File: config.mk
export PLATFORM = sky130hd
export DESIGN_NAME = a2b_tx_packetizer
export DESIGN_NICKNAME = d
export VERILOG_FILES = /design/src/rtl/a2b_tx_packetizer.sv
export SDC_FILE = /design/constraint.sdc
export NUM_CORES = 1
export LEC_CHECK = 0
export ABC_AREA = 1
export BUFFER_PORTS_ARGS = -buffer_cell sky130_fd_sc_hd__buf_2
export CORE_AREA = 2 2 78 80
export DETAILED_ROUTE_END_ITERATION = 7
export DIE_AREA = 0 0 80 82
export PLACE_DENSITY = 0.91
export SYNTH_ARGS = -nofsm -noshare
export SYNTH_HDL_FRONTEND = slang
export SYNTH_SLANG_ARGS = --single-unit
File: constraint.sdc
create_clock -name clk -period 2.1 [get_ports clk]
set_input_delay 0.42 -clock clk [delete_from_list [all_inputs] [get_ports clk]]
set_output_delay 0.42 -clock clk [all_outputs]
set_load 0.01 [all_outputs]
File: src/rtl/a2b_tx_packetizer.sv
// a2b_tx_packetizer
//   Alice-side A2B packet builder. On an accepted start it writes one 32-bit
//   header word into the A_A2B FIFO, then streams the decoded number of
//   payload words from a first-word-fall-through source FIFO with no added
//   latency (src_dout goes straight to A_A2B_wr_din in the pop cycle).
//   One packet in flight; busy/done form the request/complete handshake.
//
// Optional build macro: A2B_TX_STATS_EN enables the tx_pkt_cnt/tx_word_cnt
//   statistics counters; without it both ports are tied to zero.
//
// Ports
//   clk, rst_n             clock, synchronous active-low reset
//   pkt_start              1-cycle request, honoured only when idle
//   pkt_type/len_code/     packet descriptor, latched on the accepting edge
//   pkt_depth/parity_type
//   src_rd_en/dout/empty   FWFT payload source
//   A_A2B_wr_*/full        A_A2B FIFO write side (wr_din is 0 when not writing)
//   busy, done             handshake: busy while a packet is active, done 1 cycle
//   tx_pkt_cnt/word_cnt    statistics (see macro above)

`ifndef A2B_CORRECT_PARITY
`define A2B_CORRECT_PARITY 4'h1
`endif
`ifndef A2B_TARGET_HASHTAG
`define A2B_TARGET_HASHTAG 4'h2
`endif
`ifndef A2B_EV_RANDOMBIT
`define A2B_EV_RANDOMBIT   4'h3
`endif
`ifndef PACKET_LENGTH_257
`define PACKET_LENGTH_257  4'h1
`endif
`ifndef PACKET_LENGTH_514
`define PACKET_LENGTH_514  4'h2
`endif
`ifndef PACKET_LENGTH_771
`define PACKET_LENGTH_771  4'h3
`endif
`ifndef PACKET_LENGTH_1028
`define PACKET_LENGTH_1028 4'h4
`endif

module a2b_tx_packetizer #(
  parameter int DEPTH_W = 11
) (
  input  logic        clk,
  input  logic        rst_n,
  input  logic        pkt_start,
  input  logic [3:0]  pkt_type,
  input  logic [3:0]  pkt_len_code,
  input  logic [8:0]  pkt_depth,
  input  logic [2:0]  pkt_parity_type,
  output logic        src_rd_en,
  input  logic [31:0] src_dout,
  input  logic        src_empty,
  output logic        A_A2B_wr_clk,
  output logic        A_A2B_wr_en,
  output logic [31:0] A_A2B_wr_din,
  input  logic        A_A2B_full,
  output logic        busy,
  output logic        done,
  output logic [15:0] tx_pkt_cnt,
  output logic [31:0] tx_word_cnt
);

  typedef enum logic [1:0] {S_IDLE, S_HEADER, S_PAYLOAD, S_DONE} state_t;

  state_t               r_state, w_next;
  logic [3:0]           r_type, r_len;
  logic [8:0]           r_depth_field;
  logic [2:0]           r_parity;
  logic [DEPTH_W-1:0]   r_remaining;

  logic [DEPTH_W-1:0]   w_decoded;
  logic [8:0]           w_depth_field;
  logic                 w_start_ok, w_wr_hdr, w_wr_pay;
  logic [31:0]          w_header;

  assign A_A2B_wr_clk = clk;

  // Length code -> payload word count; unknown codes fall back to the largest packet.
  always_comb begin
    w_decoded     = DEPTH_W'(1024);
    w_depth_field = 9'd0;
    case (pkt_len_code)
      `PACKET_LENGTH_257: begin
        w_decoded     = DEPTH_W'(pkt_depth);
        w_depth_field = pkt_depth;
      end
      `PACKET_LENGTH_514:  w_decoded = DEPTH_W'(512);
      `PACKET_LENGTH_771:  w_decoded = DEPTH_W'(768);
      `PACKET_LENGTH_1028: w_decoded = DEPTH_W'(1024);
      default:             w_decoded = DEPTH_W'(1024);
    endcase
  end

  assign w_start_ok = (r_state == S_IDLE) && pkt_start;
  assign w_wr_hdr   = (r_state == S_HEADER) && !A_A2B_full;
  // A payload beat needs data, room and outstanding count in the same cycle.
  assign w_wr_pay   = (r_state == S_PAYLOAD) && !src_empty && !A_A2B_full &&
                      (r_remaining != '0);
  assign w_header   = {r_type, r_len, r_depth_field, r_parity, 12'h000};

  // Descriptor latch and remaining-word counter.
  always_ff @(posedge clk) begin
    if (!rst_n) begin
      r_type        <= '0;
      r_len         <= '0;
      r_depth_field <= '0;
      r_parity      <= '0;
      r_remaining   <= '0;
    end else if (w_start_ok) begin
      r_type        <= pkt_type;
      r_len         <= pkt_len_code;
      r_depth_field <= w_depth_field;
      r_parity      <= pkt_parity_type;
      r_remaining   <= w_decoded;
    end else if (w_wr_pay) begin
      r_remaining   <= r_remaining - DEPTH_W'(1);
    end
  end

  // FSM: state register
  always_ff @(posedge clk) begin
    if (!rst_n) r_state <= S_IDLE;
    else        r_state <= w_next;
  end

  // FSM: next state
  always_comb begin
    w_next = r_state;
    case (r_state)
      S_IDLE:    if (pkt_start) w_next = S_HEADER;
      S_HEADER:  if (w_wr_hdr) w_next = (r_remaining == '0) ? S_DONE : S_PAYLOAD;
      S_PAYLOAD: if ((r_remaining == '0) || (w_wr_pay && (r_remaining == DEPTH_W'(1))))
                   w_next = S_DONE;
      S_DONE:    w_next = S_IDLE;
      default:   w_next = S_IDLE;
    endcase
  end

  // FSM: outputs
  always_comb begin
    src_rd_en    = 1'b0;
    A_A2B_wr_en  = 1'b0;
    A_A2B_wr_din = 32'h0;
    busy         = 1'b1;
    done         = 1'b0;
    case (r_state)
      S_IDLE:    busy = 1'b0;
      S_HEADER: begin
        A_A2B_wr_en  = w_wr_hdr;
        A_A2B_wr_din = w_wr_hdr ? w_header : 32'h0;
      end
      S_PAYLOAD: begin
        src_rd_en    = w_wr_pay;
        A_A2B_wr_en  = w_wr_pay;
        A_A2B_wr_din = w_wr_pay ? src_dout : 32'h0;
      end
      S_DONE:    done = 1'b1;
      default:   busy = 1'b0;
    endcase
  end

`ifdef A2B_TX_STATS_EN
  logic [15:0] r_pkt_cnt;
  logic [31:0] r_word_cnt;

  always_ff @(posedge clk) begin
    if (!rst_n) begin
      r_pkt_cnt  <= '0;
      r_word_cnt <= '0;
    end else begin
      if (done)        r_pkt_cnt  <= r_pkt_cnt + 16'd1;
      if (A_A2B_wr_en) r_word_cnt <= r_word_cnt + 32'd1;
    end
  end

  assign tx_pkt_cnt  = r_pkt_cnt;
  assign tx_word_cnt = r_word_cnt;
`else
  assign tx_pkt_cnt  = 16'h0;
  assign tx_word_cnt = 32'h0;
`endif

endmodule

[Yosys cells after proc, flatten, opt, wreduce, memory -nomap -nowiden]
Index checks and enable logic that the tools add are counted.
Storage, ports and cells
  register bits after elaboration: 33
  input bits: 57
  output and inout port bits: 85
  word-level logic and storage cells: 47
Cells by class
  add/subtract/negate cells: 1
  eq/ne operators: 10
  mux-type cells: 16
  reduce and logical (&&, ||, !) cells: 14
Operators with widths (number)
  32-bit two-way mux: 2
  32-bit one-hot mux with 2 select lines: 1
  11-bit one-hot mux with 3 select lines: 1
  11-bit two-way mux: 2
  11-bit by 1-bit equality test with 1-bit output, second input constant: 1
  11-bit zero test: 1
  11-bit nonzero test: 1
  11-bit by 1-bit subtractor with 11-bit output, second input constant: 1
  9-bit two-way mux: 1
  4-bit by 2-bit equality test with 1-bit output, second input constant: 2
  2-bit one-hot mux with 4 select lines: 1
  1-bit logical AND: 6
  2-bit two-way mux: 3
  2-bit equality test, second input constant: 2
  4-bit by 1-bit equality test with 1-bit output, second input constant: 1
  1-bit two-way mux: 4
  2-bit inequality test, second input constant: 2
  3-bit AND reduction: 1
  2-bit by 1-bit equality test with 1-bit output, second input constant: 1
  1-bit zero test: 2
  2-bit zero test: 1
  2-bit by 1-bit inequality test with 1-bit output, second input constant: 1
  1-bit one-hot mux with 2 select lines: 1
  2-bit nonzero test: 1
  1-bit logical OR: 1

[Logic depth before layout (Yosys ltp)]
Gate-level depths: netlist of the first run.
  word-level depth: 8
  depth in mapped cells: 10
  mapped depth without buffers: 10

==> metrics.cfg, run 1 <==
[finish]
final_common_cell = buf_2
drive_gt1_share_pct = 37.8
final_area_sq_mm = 0.00339
final_cell_mix = 92 x buf_2, 78 x nand2_1, 69 x nor2_1
layout.nets = 568
synthToLayoutAreaGrowth_pct = 39.3
final_core_util_pct = 59.1

[worst_hold_path]
hold-path-endpoint = r_parity[1]$_SDFFE_PN0P_
min_delay_path_depth = 3
min_from = pkt_parity_type[1]
hold_class = in2reg

[die]
rows = 28
coreArea_sq_mm = 0.00575
die_area_sq_mm = 0.00656
io-pin-count = 142
start_util_pct = 42.4
die_w_um = 80
die_h_um = 82

[global_route]
grt_pass1_wl_um = 10400
grt_max_degree = 33
grt_pass1_vias = 2387
antenna_found_initial = 1
grt-ovfl-total = 0
grt_usage_pct = 20.2

[placement]
preCtsSetupSlack_ns = -0.0393
placed_area_sq_mm = 0.00279
globalplace.congestion = 0.902
place_hpwl_um = 4750
port_buffers = 93

[synthesis]
yosysSeqAreaShare_pct = 27.1
synth-edff-count = 0
yosys_warnings = 0
avgSynthCellArea_sq_um = 6.23
ys.flop_type = dfxtp_1
ys_async_sr_fraction_pct = 0
synth.distinct_cells = 25
postSynthCellCount = 391
ys_seq_elements = 33
netlist_area_sq_mm = 0.00244

[flow_run]
maxCapViolations = 0

[detailed_routing]
drt-initial-drc-count = 151
routed_wl_um = 7590
num_vias = 2860
viasPerCell = 4.92
drc_errors = 0
drt_pre_antenna_iters = 5
wl_per_cell_um = 13.1
ant_nets = 0

[clocking]
cts_tree = built
worst_skew_pair.late_latency_ns = 0.39
path_clk_slew_ns = 0.07
hold_buffers = 0

[setup_path]
r2r_cells = 11
worstPathArrival_ns = 1.75
crit_fanout = 6
rrSetupSlack_ns = 0.30
setup.worst_path.end_class = primary output
critical_path_class = reg2out
worstSetupStartpoint = r_remaining[0]$_SDFFE_PN0P_
r2r-start = r_state[0]$_SDFFE_PN0P_
r2r-end = r_remaining[10]$_SDFFE_PN0P_
startpoint_type = flip-flop
cp.required_ns = 1.68

[pwr]
peakVddDrop_v = 0.000740
power_mw = 3.95
power.density_mw_per_mm2 = 1160
p_leak_nw = 1.81

[timing]
timing.final.hold_violations = 0
period_needed_ns = 2.17
skew_ns = 0.00417
max_freq_mhz = 461
layout_setup_ws_ns = -0.0677
tns_ns = -1.61
setup_violations = 33
drv_slew = 0
grt_setup_unrepaired = yes
period_share_pct = 103

[outcome]
violations = setup timing
outcome = finished, violations left

## cells in the mapped netlist (all sizes together), types with 2 or more instances
cell	n	share of area, %
ha	7	3.6
dfxtp	33	27
buf	54	17
a21oi	15	3.1
nand2	90	15
nand3	39	8.5
o21ai	33	6.8
nor2	76	12
inv	28	4.3
clkbuf	9	1.4
clkinv	2	0.36
## area by class of cell
cell class	instances	area (sq um)
antenna	1	2.50
clock buffer	10	119
clock inverter	2	10.0
fill	525	2350
inverter	30	131
multi-input combinational	312	1610
sequential	33	672
tap	75	93.8
timing repair buffer	117	752
timing repair inverter	1	8.76
## cells by family (layout without fill, tap and decap cells)
logic type / count (synthesis) / after routing / synth area share (%)
adder cells (fa/ha/maj): 7 / 7 / 3.60
other: 1 / 49 / 0.154
AND/OR/NAND/NOR: 208 / 208 / 36.0
flip-flops: 33 / 33 / 27.1
AO/OA/AOI/OAI: 49 / 49 / 10.2
buffers and inverters: 93 / 160 / 23.0
## through the flow
stage                     hold slack, ns  instances
after floorplan                    0.424        438
after global placement             0.440        550
after detailed placement           0.445        550
after CTS                          0.273        571
after global routing               0.279        581
final                              0.279        581
## how the worst max path moves through the flow
stage,slack [ns],to,depth (start not counted)
floorplan,0.20,A_A2B_wr_din[19],7
global placement,0.01,A_A2B_wr_din[27],7
detailed placement,-0.04,A_A2B_wr_din[17],7
CTS,-0.08,A_A2B_wr_din[13],11
global route,-0.16,A_A2B_wr_din[2],11
finish,-0.07,A_A2B_wr_din[2],11
## power breakdown
| group | internal [mW] | leakage [nW] | switching [mW] |
|---|---|---|---|
| combinational | 0.948 | 1.47 | 1.39 |
| sequential | 0.810 | 0.274 | 0.164 |
| clock | 0.363 | 0.0705 | 0.271 |
## worst max-delay path, stage by stage, from the launching register on
cell       delay (ns)
dfxtp_2          0.32
inv_2            0.08
ha_4             0.16
nand2_4          0.05
nor2_4           0.11
nand3_4          0.09
nand2_4          0.10
inv_8            0.06
clkbuf_16        0.16
nand2_2          0.05
nor2_1           0.04
buf_2            0.14
## layer usage
metal	up-vias	global-route usage, %	part of all wire (%)
li1	1362	-	-
met1	1309	22.5	40
met2	167	36.5	49
met3	22	5.82	9.5
met4	0	7.46	2.1
met5	-	0	0
## flip-flops by register name (all words and copies together), names as in the netlist
| signal | flops |
|---|---|
| r_depth_field | 9 |
| r_len | 4 |
| r_parity | 3 |
| r_remaining | 11 |
| r_state | 2 |
| r_type | 4 |
## repair_timing
action,in CTS,in global routing
endpoints found under the hold margin,0,0
pin swaps,6,11
resized for setup,33,42
gates cloned,2,3
setup endpoints to repair,34,34
setup buffers,8,6
No activity file was read; power rests on OpenSTA's default activity.
==> inputs of run 2 (changes only) <==
--- a/config.mk
+++ b/config.mk
@@ -7,10 +7,13 @@
 export LEC_CHECK = 0
 export ABC_AREA = 1
 export BUFFER_PORTS_ARGS = -buffer_cell sky130_fd_sc_hd__buf_2
-export CORE_AREA = 2 2 78 80
+export CELL_PAD_IN_SITES_DETAIL_PLACEMENT = 1
+export CELL_PAD_IN_SITES_GLOBAL_PLACEMENT = 2
+export CORE_AREA = 2 2 111 113
 export DETAILED_ROUTE_END_ITERATION = 7
-export DIE_AREA = 0 0 80 82
+export DIE_AREA = 0 0 113 115
 export PLACE_DENSITY = 0.91
+export SKIP_LAST_GASP = 1
 export SYNTH_ARGS = -nofsm -noshare
 export SYNTH_HDL_FRONTEND = slang
 export SYNTH_SLANG_ARGS = --single-unit
==> metrics.cfg, run 2 (synthesized netlist as in run 1, its figures left out) <==
[die]
rows = 40
start_util_pct = 20.6
io-pin-count = 142
die_h_um = 115
die_area_sq_mm = 0.0130
coreArea_sq_mm = 0.0118
die_w_um = 113

[timing]
layout_setup_ws_ns = -0.0974
setup_violations = 32
period_needed_ns = 2.20
max_freq_mhz = 455
period_share_pct = 105
grt_setup_unrepaired = yes
holdWs_ns = 0.296
timing.final.hold_violations = 0
drv_slew = 0
skew_ns = 0.00298

[finish]
final_common_cell = buf_2
regMostFlops = r_remaining
synthToLayoutAreaGrowth_pct = 51.0
drive_gt1_share_pct = 38.7
final_cell_mix = 89 x buf_2, 76 x nand2_1, 67 x nor2_1
reg_top3 = r_remaining (11), r_depth_field (9)
diodes = 0
layout.nets = 575
largest_reg_flops = 11

[global_route]
grt-ovfl-total = 0
grt_pass1_vias = 2852
antenna_found_initial = 0
grt_usage_pct = 13.4
grt_max_degree = 23
grt_pass1_wl_um = 13800

[outcome]
violations = DRC, setup timing
outcome = finished, violations left

[detailed_routing]
drc_errors = 15
viasPerCell = 4.31
drt_pre_antenna_iters = 6
ant_nets = 0
wl_per_cell_um = 13.8
routed_wl_um = 9120
num_vias = 2839
drt-initial-drc-count = 141

[worst_hold_path]
hold_class = in2reg

[flow_run]
maxCapViolations = 0

[pwr]
power.density_mw_per_mm2 = 1240
peakVddDrop_v = 0.000475
power_mw = 4.57
p_leak_nw = 1.89

[setup_path]
crit_fanout = 7
cp.required_ns = 1.68
startpoint_type = flip-flop
worstPathArrival_ns = 1.78
critical_path_class = reg2out
setup.worst_path.end_class = primary output

[clocking]
cts_tree = built
hold_buffers = 0
worst_skew_pair.late_latency_ns = 0.39
path_clk_slew_ns = 0.05

[placement]
port_buffers = 93
place_hpwl_um = 6470
globalplace.congestion = 0.830

-- run 2: cell types whose count changed in the layout (fill, tap and decap cells not counted), sizes merged --
| cell | previous run | this run |
|---|---|---|
| buf | 115 | 124 |
| clkinvlp | 0 | 1 |
| inv | 28 | 26 |
| clkbuf | 12 | 10 |
| diode | 1 | 0 |
| bufbuf | 0 | 1 |
-- run 2: through the flow --
| step | worst slack, ns | setup TNS (ns) | util, % | instance area, sq um | std cells |
|---|---|---|---|---|---|
| 6_report | -0.0974 | -2.50 | 31.1 | 3680 | 659 |
| 5_1_grt | -0.185 | -5.50 | 31.1 | 3680 | 659 |
| 2_1_floorplan | 0.198 | 0 | - | 2610 | 438 |
| 3_5_place_dp | -0.156 | -2.32 | 24.5 | 2890 | 625 |
| 4_1_cts | -0.0917 | -2.37 | 30.0 | 3550 | 652 |
| 3_3_place_gp | -0.00319 | -0.00747 | 24.5 | 2890 | 625 |
-- run 2: what timing repair did --
| action | 4_1_cts | 5_1_grt |
|---|---|---|
| setup buffers | 12 | 7 |
| pin swaps | 15 | 10 |
| setup endpoints to repair | 34 | 34 |
| gates resized for setup | 68 | 17 |
| gates cloned | 4 | 0 |
-- run 2: final timing paths --
path	startpoint	endpoint	cells after the start	slack [ns]
hold reg to reg	r_depth_field[2]$_SDFFE_PN0P_	r_depth_field[2]$_SDFFE_PN0P_	2	0.47
setup / recovery	r_remaining[0]$_SDFFE_PN0P_	A_A2B_wr_din[15]	11	-0.1
hold / removal	pkt_parity_type[1]	r_parity[1]$_SDFFE_PN0P_	3	0.30
setup reg to reg	r_state[0]$_SDFFE_PN0P_	r_remaining[0]$_SDFFE_PN0P_	9	0.24
-- run 2: cell type report --
type                       count  area [sq um]
inverter                      30           135
tap                          147           184
timing repair inverter         1          8.76
timing repair buffer         124           826
clock inverter                 1          5.00
sequential                    33           667
fill                        1500          8130
multi-input combinational    312          1620
clock buffer                  11           233
-- run 2: routing by layer --
metal | global-route usage, % | vias up | share of wire, %
met2 | 24.7 | 110 | 52
li1 | - | 1380 | -
met4 | 4.15 | 0 | 0.72
met5 | 0 | - | 0
met1 | 15.1 | 1339 | 40
met3 | 3.27 | 10 | 6.7
-- run 2: critical path, stage by stage (launching register included) --
cell and delay, ns:
dfxtp_2 0.33, inv_2 0.07, ha_4 0.15, nand2_4 0.05
nor2_4 0.11, nand3_4 0.09, nand2_4 0.10, clkinv_8 0.09
buf_8 0.15, nand3_2 0.07, nand2_2 0.06, buf_6 0.11
-- run 2: report_power, final --
part	leakage [nW]	total, mW	internal (mW)	switching, mW
logic	1.49	2.54	1.09	1.45
clock network	0.121	1.07	0.757	0.314
registers	0.273	0.964	0.804	0.160
total	1.89	4.57	2.65	1.92
==> inputs of run 3 (changes only) <==
--- a/config.mk
+++ b/config.mk
@@ -9,10 +9,10 @@
 export BUFFER_PORTS_ARGS = -buffer_cell sky130_fd_sc_hd__buf_2
 export CELL_PAD_IN_SITES_DETAIL_PLACEMENT = 1
 export CELL_PAD_IN_SITES_GLOBAL_PLACEMENT = 2
-export CORE_AREA = 2 2 111 113
+export CORE_AREA = 2 2 106 108
 export DETAILED_ROUTE_END_ITERATION = 7
-export DIE_AREA = 0 0 113 115
-export PLACE_DENSITY = 0.91
+export DIE_AREA = 0 0 108 110
+export PLACE_DENSITY = 0.95
 export SKIP_LAST_GASP = 1
 export SYNTH_ARGS = -nofsm -noshare
 export SYNTH_HDL_FRONTEND = slang
==> constraint.sdc (replaced) <==
create_clock -name clk -period 2.7 [get_ports clk]
set_input_delay 0.54 -clock clk [delete_from_list [all_inputs] [get_ports clk]]
set_output_delay 0.54 -clock clk [all_outputs]
set_load 0.01 [all_outputs]
==> metrics.cfg, run 3 (synthesized netlist as in run 1, its figures left out) <==
[placement]
preCtsSetupSlack_ns = 0.130
port_buffers = 93
place_hpwl_um = 6000
placed_area_sq_mm = 0.00284
dp.cells = 612
globalplace.congestion = 0.825

[pwr]
power_mw = 2.69
power.density_mw_per_mm2 = 882
peakVddDrop_v = 0.000277
p_leak_nw = 1.66

[finish]
final_common_cell = buf_2
final_area_sq_mm = 0.00305
final_core_util_pct = 28.5
final_cell_mix = 93 x buf_2, 86 x nand2_1, 72 x nor2_1
stdcell_count = 625
regMostFlops = r_remaining
synthToLayoutAreaGrowth_pct = 25.1
fillCellCount = 1416
diodes = 0
drive_gt1_share_pct = 26.0
reg_top3 = r_remaining (11), r_depth_field (9)
layout.nets = 548
largest_reg_flops = 11

[global_route]
antenna_found_initial = 0
grt_pass1_wl_um = 11700
grt_pass1_vias = 2551
grt-ovfl-total = 0
grt_max_degree = 33
grt_usage_pct = 12.5

[clocking]
path_clk_slew_ns = 0.07
worst_skew_pair.late_latency_ns = 0.40
hold_buffers = 0
cts_tree = built

[setup_path]
r2r-start = r_state[0]$_SDFFE_PN0P_
critical_path_class = reg2out
startpoint_type = flip-flop
setup.worst_path.end_class = primary output
rrSetupSlack_ns = 0.72
worstPathArrival_ns = 2.00
r2r_cells = 8
worstSetupStartpoint = r_remaining[0]$_SDFFE_PN0P_
crit_fanout = 12
cp.required_ns = 2.16
r2r-end = r_remaining[0]$_SDFFE_PN0P_

[worst_hold_path]
min_delay_path_depth = 3
min_from = pkt_type[2]
hold-path-endpoint = r_type[2]$_SDFFE_PN0P_
hold_class = in2reg

[timing]
max_freq_mhz = 394
worstMarginPinSlew_ns = 0.735
period_share_pct = 94.1
tns_ns = 0
timing.final.hold_violations = 0
holdWs_ns = 0.400
maxSlewHeadroom_pct = 50.9
drv_slew = 0
layout_setup_ws_ns = 0.159
period_needed_ns = 2.54
setup_violations = 0
skew_ns = 0.00768

[detailed_routing]
routed_wl_um = 7780
drc_errors = 0
num_vias = 2634
ant_nets = 0
drt-initial-drc-count = 91
wl_per_cell_um = 12.5
drt_pre_antenna_iters = 4
viasPerCell = 4.21

[die]
die_area_sq_mm = 0.0119
rows = 38
die_h_um = 110
die_w_um = 108
start_util_pct = 22.8
io-pin-count = 142
coreArea_sq_mm = 0.0107

[outcome]
outcome = complete, no violations

[flow_run]
maxCapViolations = 0

-- run 3: cell types whose count changed in the layout (fill, tap and decap cells not counted), sizes merged --
cell	delta
buf	-26
clkinv	-2
inv	+2
bufbuf	-1
bufinv	+1
clkinvlp	-1
-- run 3: worst max-delay path: stages, from the launching register on --
cell	delay [ns]
dfxtp_2	0.34
inv_1	0.10
ha_2	0.20
nand2_1	0.10
nor2_4	0.13
nand3_4	0.13
nand2_8	0.13
clkinv_8	0.08
buf_4	0.15
nand3_1	0.06
nand2_1	0.05
buf_2	0.13
-- run 3: worst max-delay path by stage --
stage	end	slack, ns	cells past startpoint
floorplan	A_A2B_wr_din[19]	0.68	7
global placement	A_A2B_wr_din[9]	0.28	9
detailed placement	A_A2B_wr_din[3]	0.13	9
CTS	A_A2B_wr_din[22]	0.02	11
global route	A_A2B_wr_din[22]	-0.002	11
finish	A_A2B_wr_din[21]	0.16	11
-- run 3: layout make-up --
type	instances	area, sq um	share of cell area [%]
Sequential cell	33	662	21.7
Timing Repair inverter	1	8.76	0.287
Inverter	30	128	4.19
Clock inverter	1	30.0	0.985
Tap cell	140	175	5.75
Multi-Input combinational cell	312	1410	46.4
Timing Repair Buffer	97	498	16.3
Clock buffer	11	133	4.35
-- run 3: power breakdown --
| group | total [mW] | internal, mW | switching, mW |
|---|---|---|---|
| combinational | 1.33 | 0.426 | 0.904 |
| sequential | 0.732 | 0.619 | 0.113 |
| clock | 0.625 | 0.405 | 0.220 |
-- run 3: per-layer routing --
layer  GRT usage, %  share of wire (%)  up-vias
li1               -                  -     1319
met1           14.9                 44     1222
met2           22.3                 49       86
met3           3.12                6.4        7
met4           3.75               0.81        0
met5              0                  0        -
-- run 3: repair_timing --
item                                    in CTS  in global routing
pin swaps                                    0                  1
buffers inserted                             0                  1
endpoints found under the setup margin      29                 23
gates resized for setup                      3                  9
cloned                                       0                  1
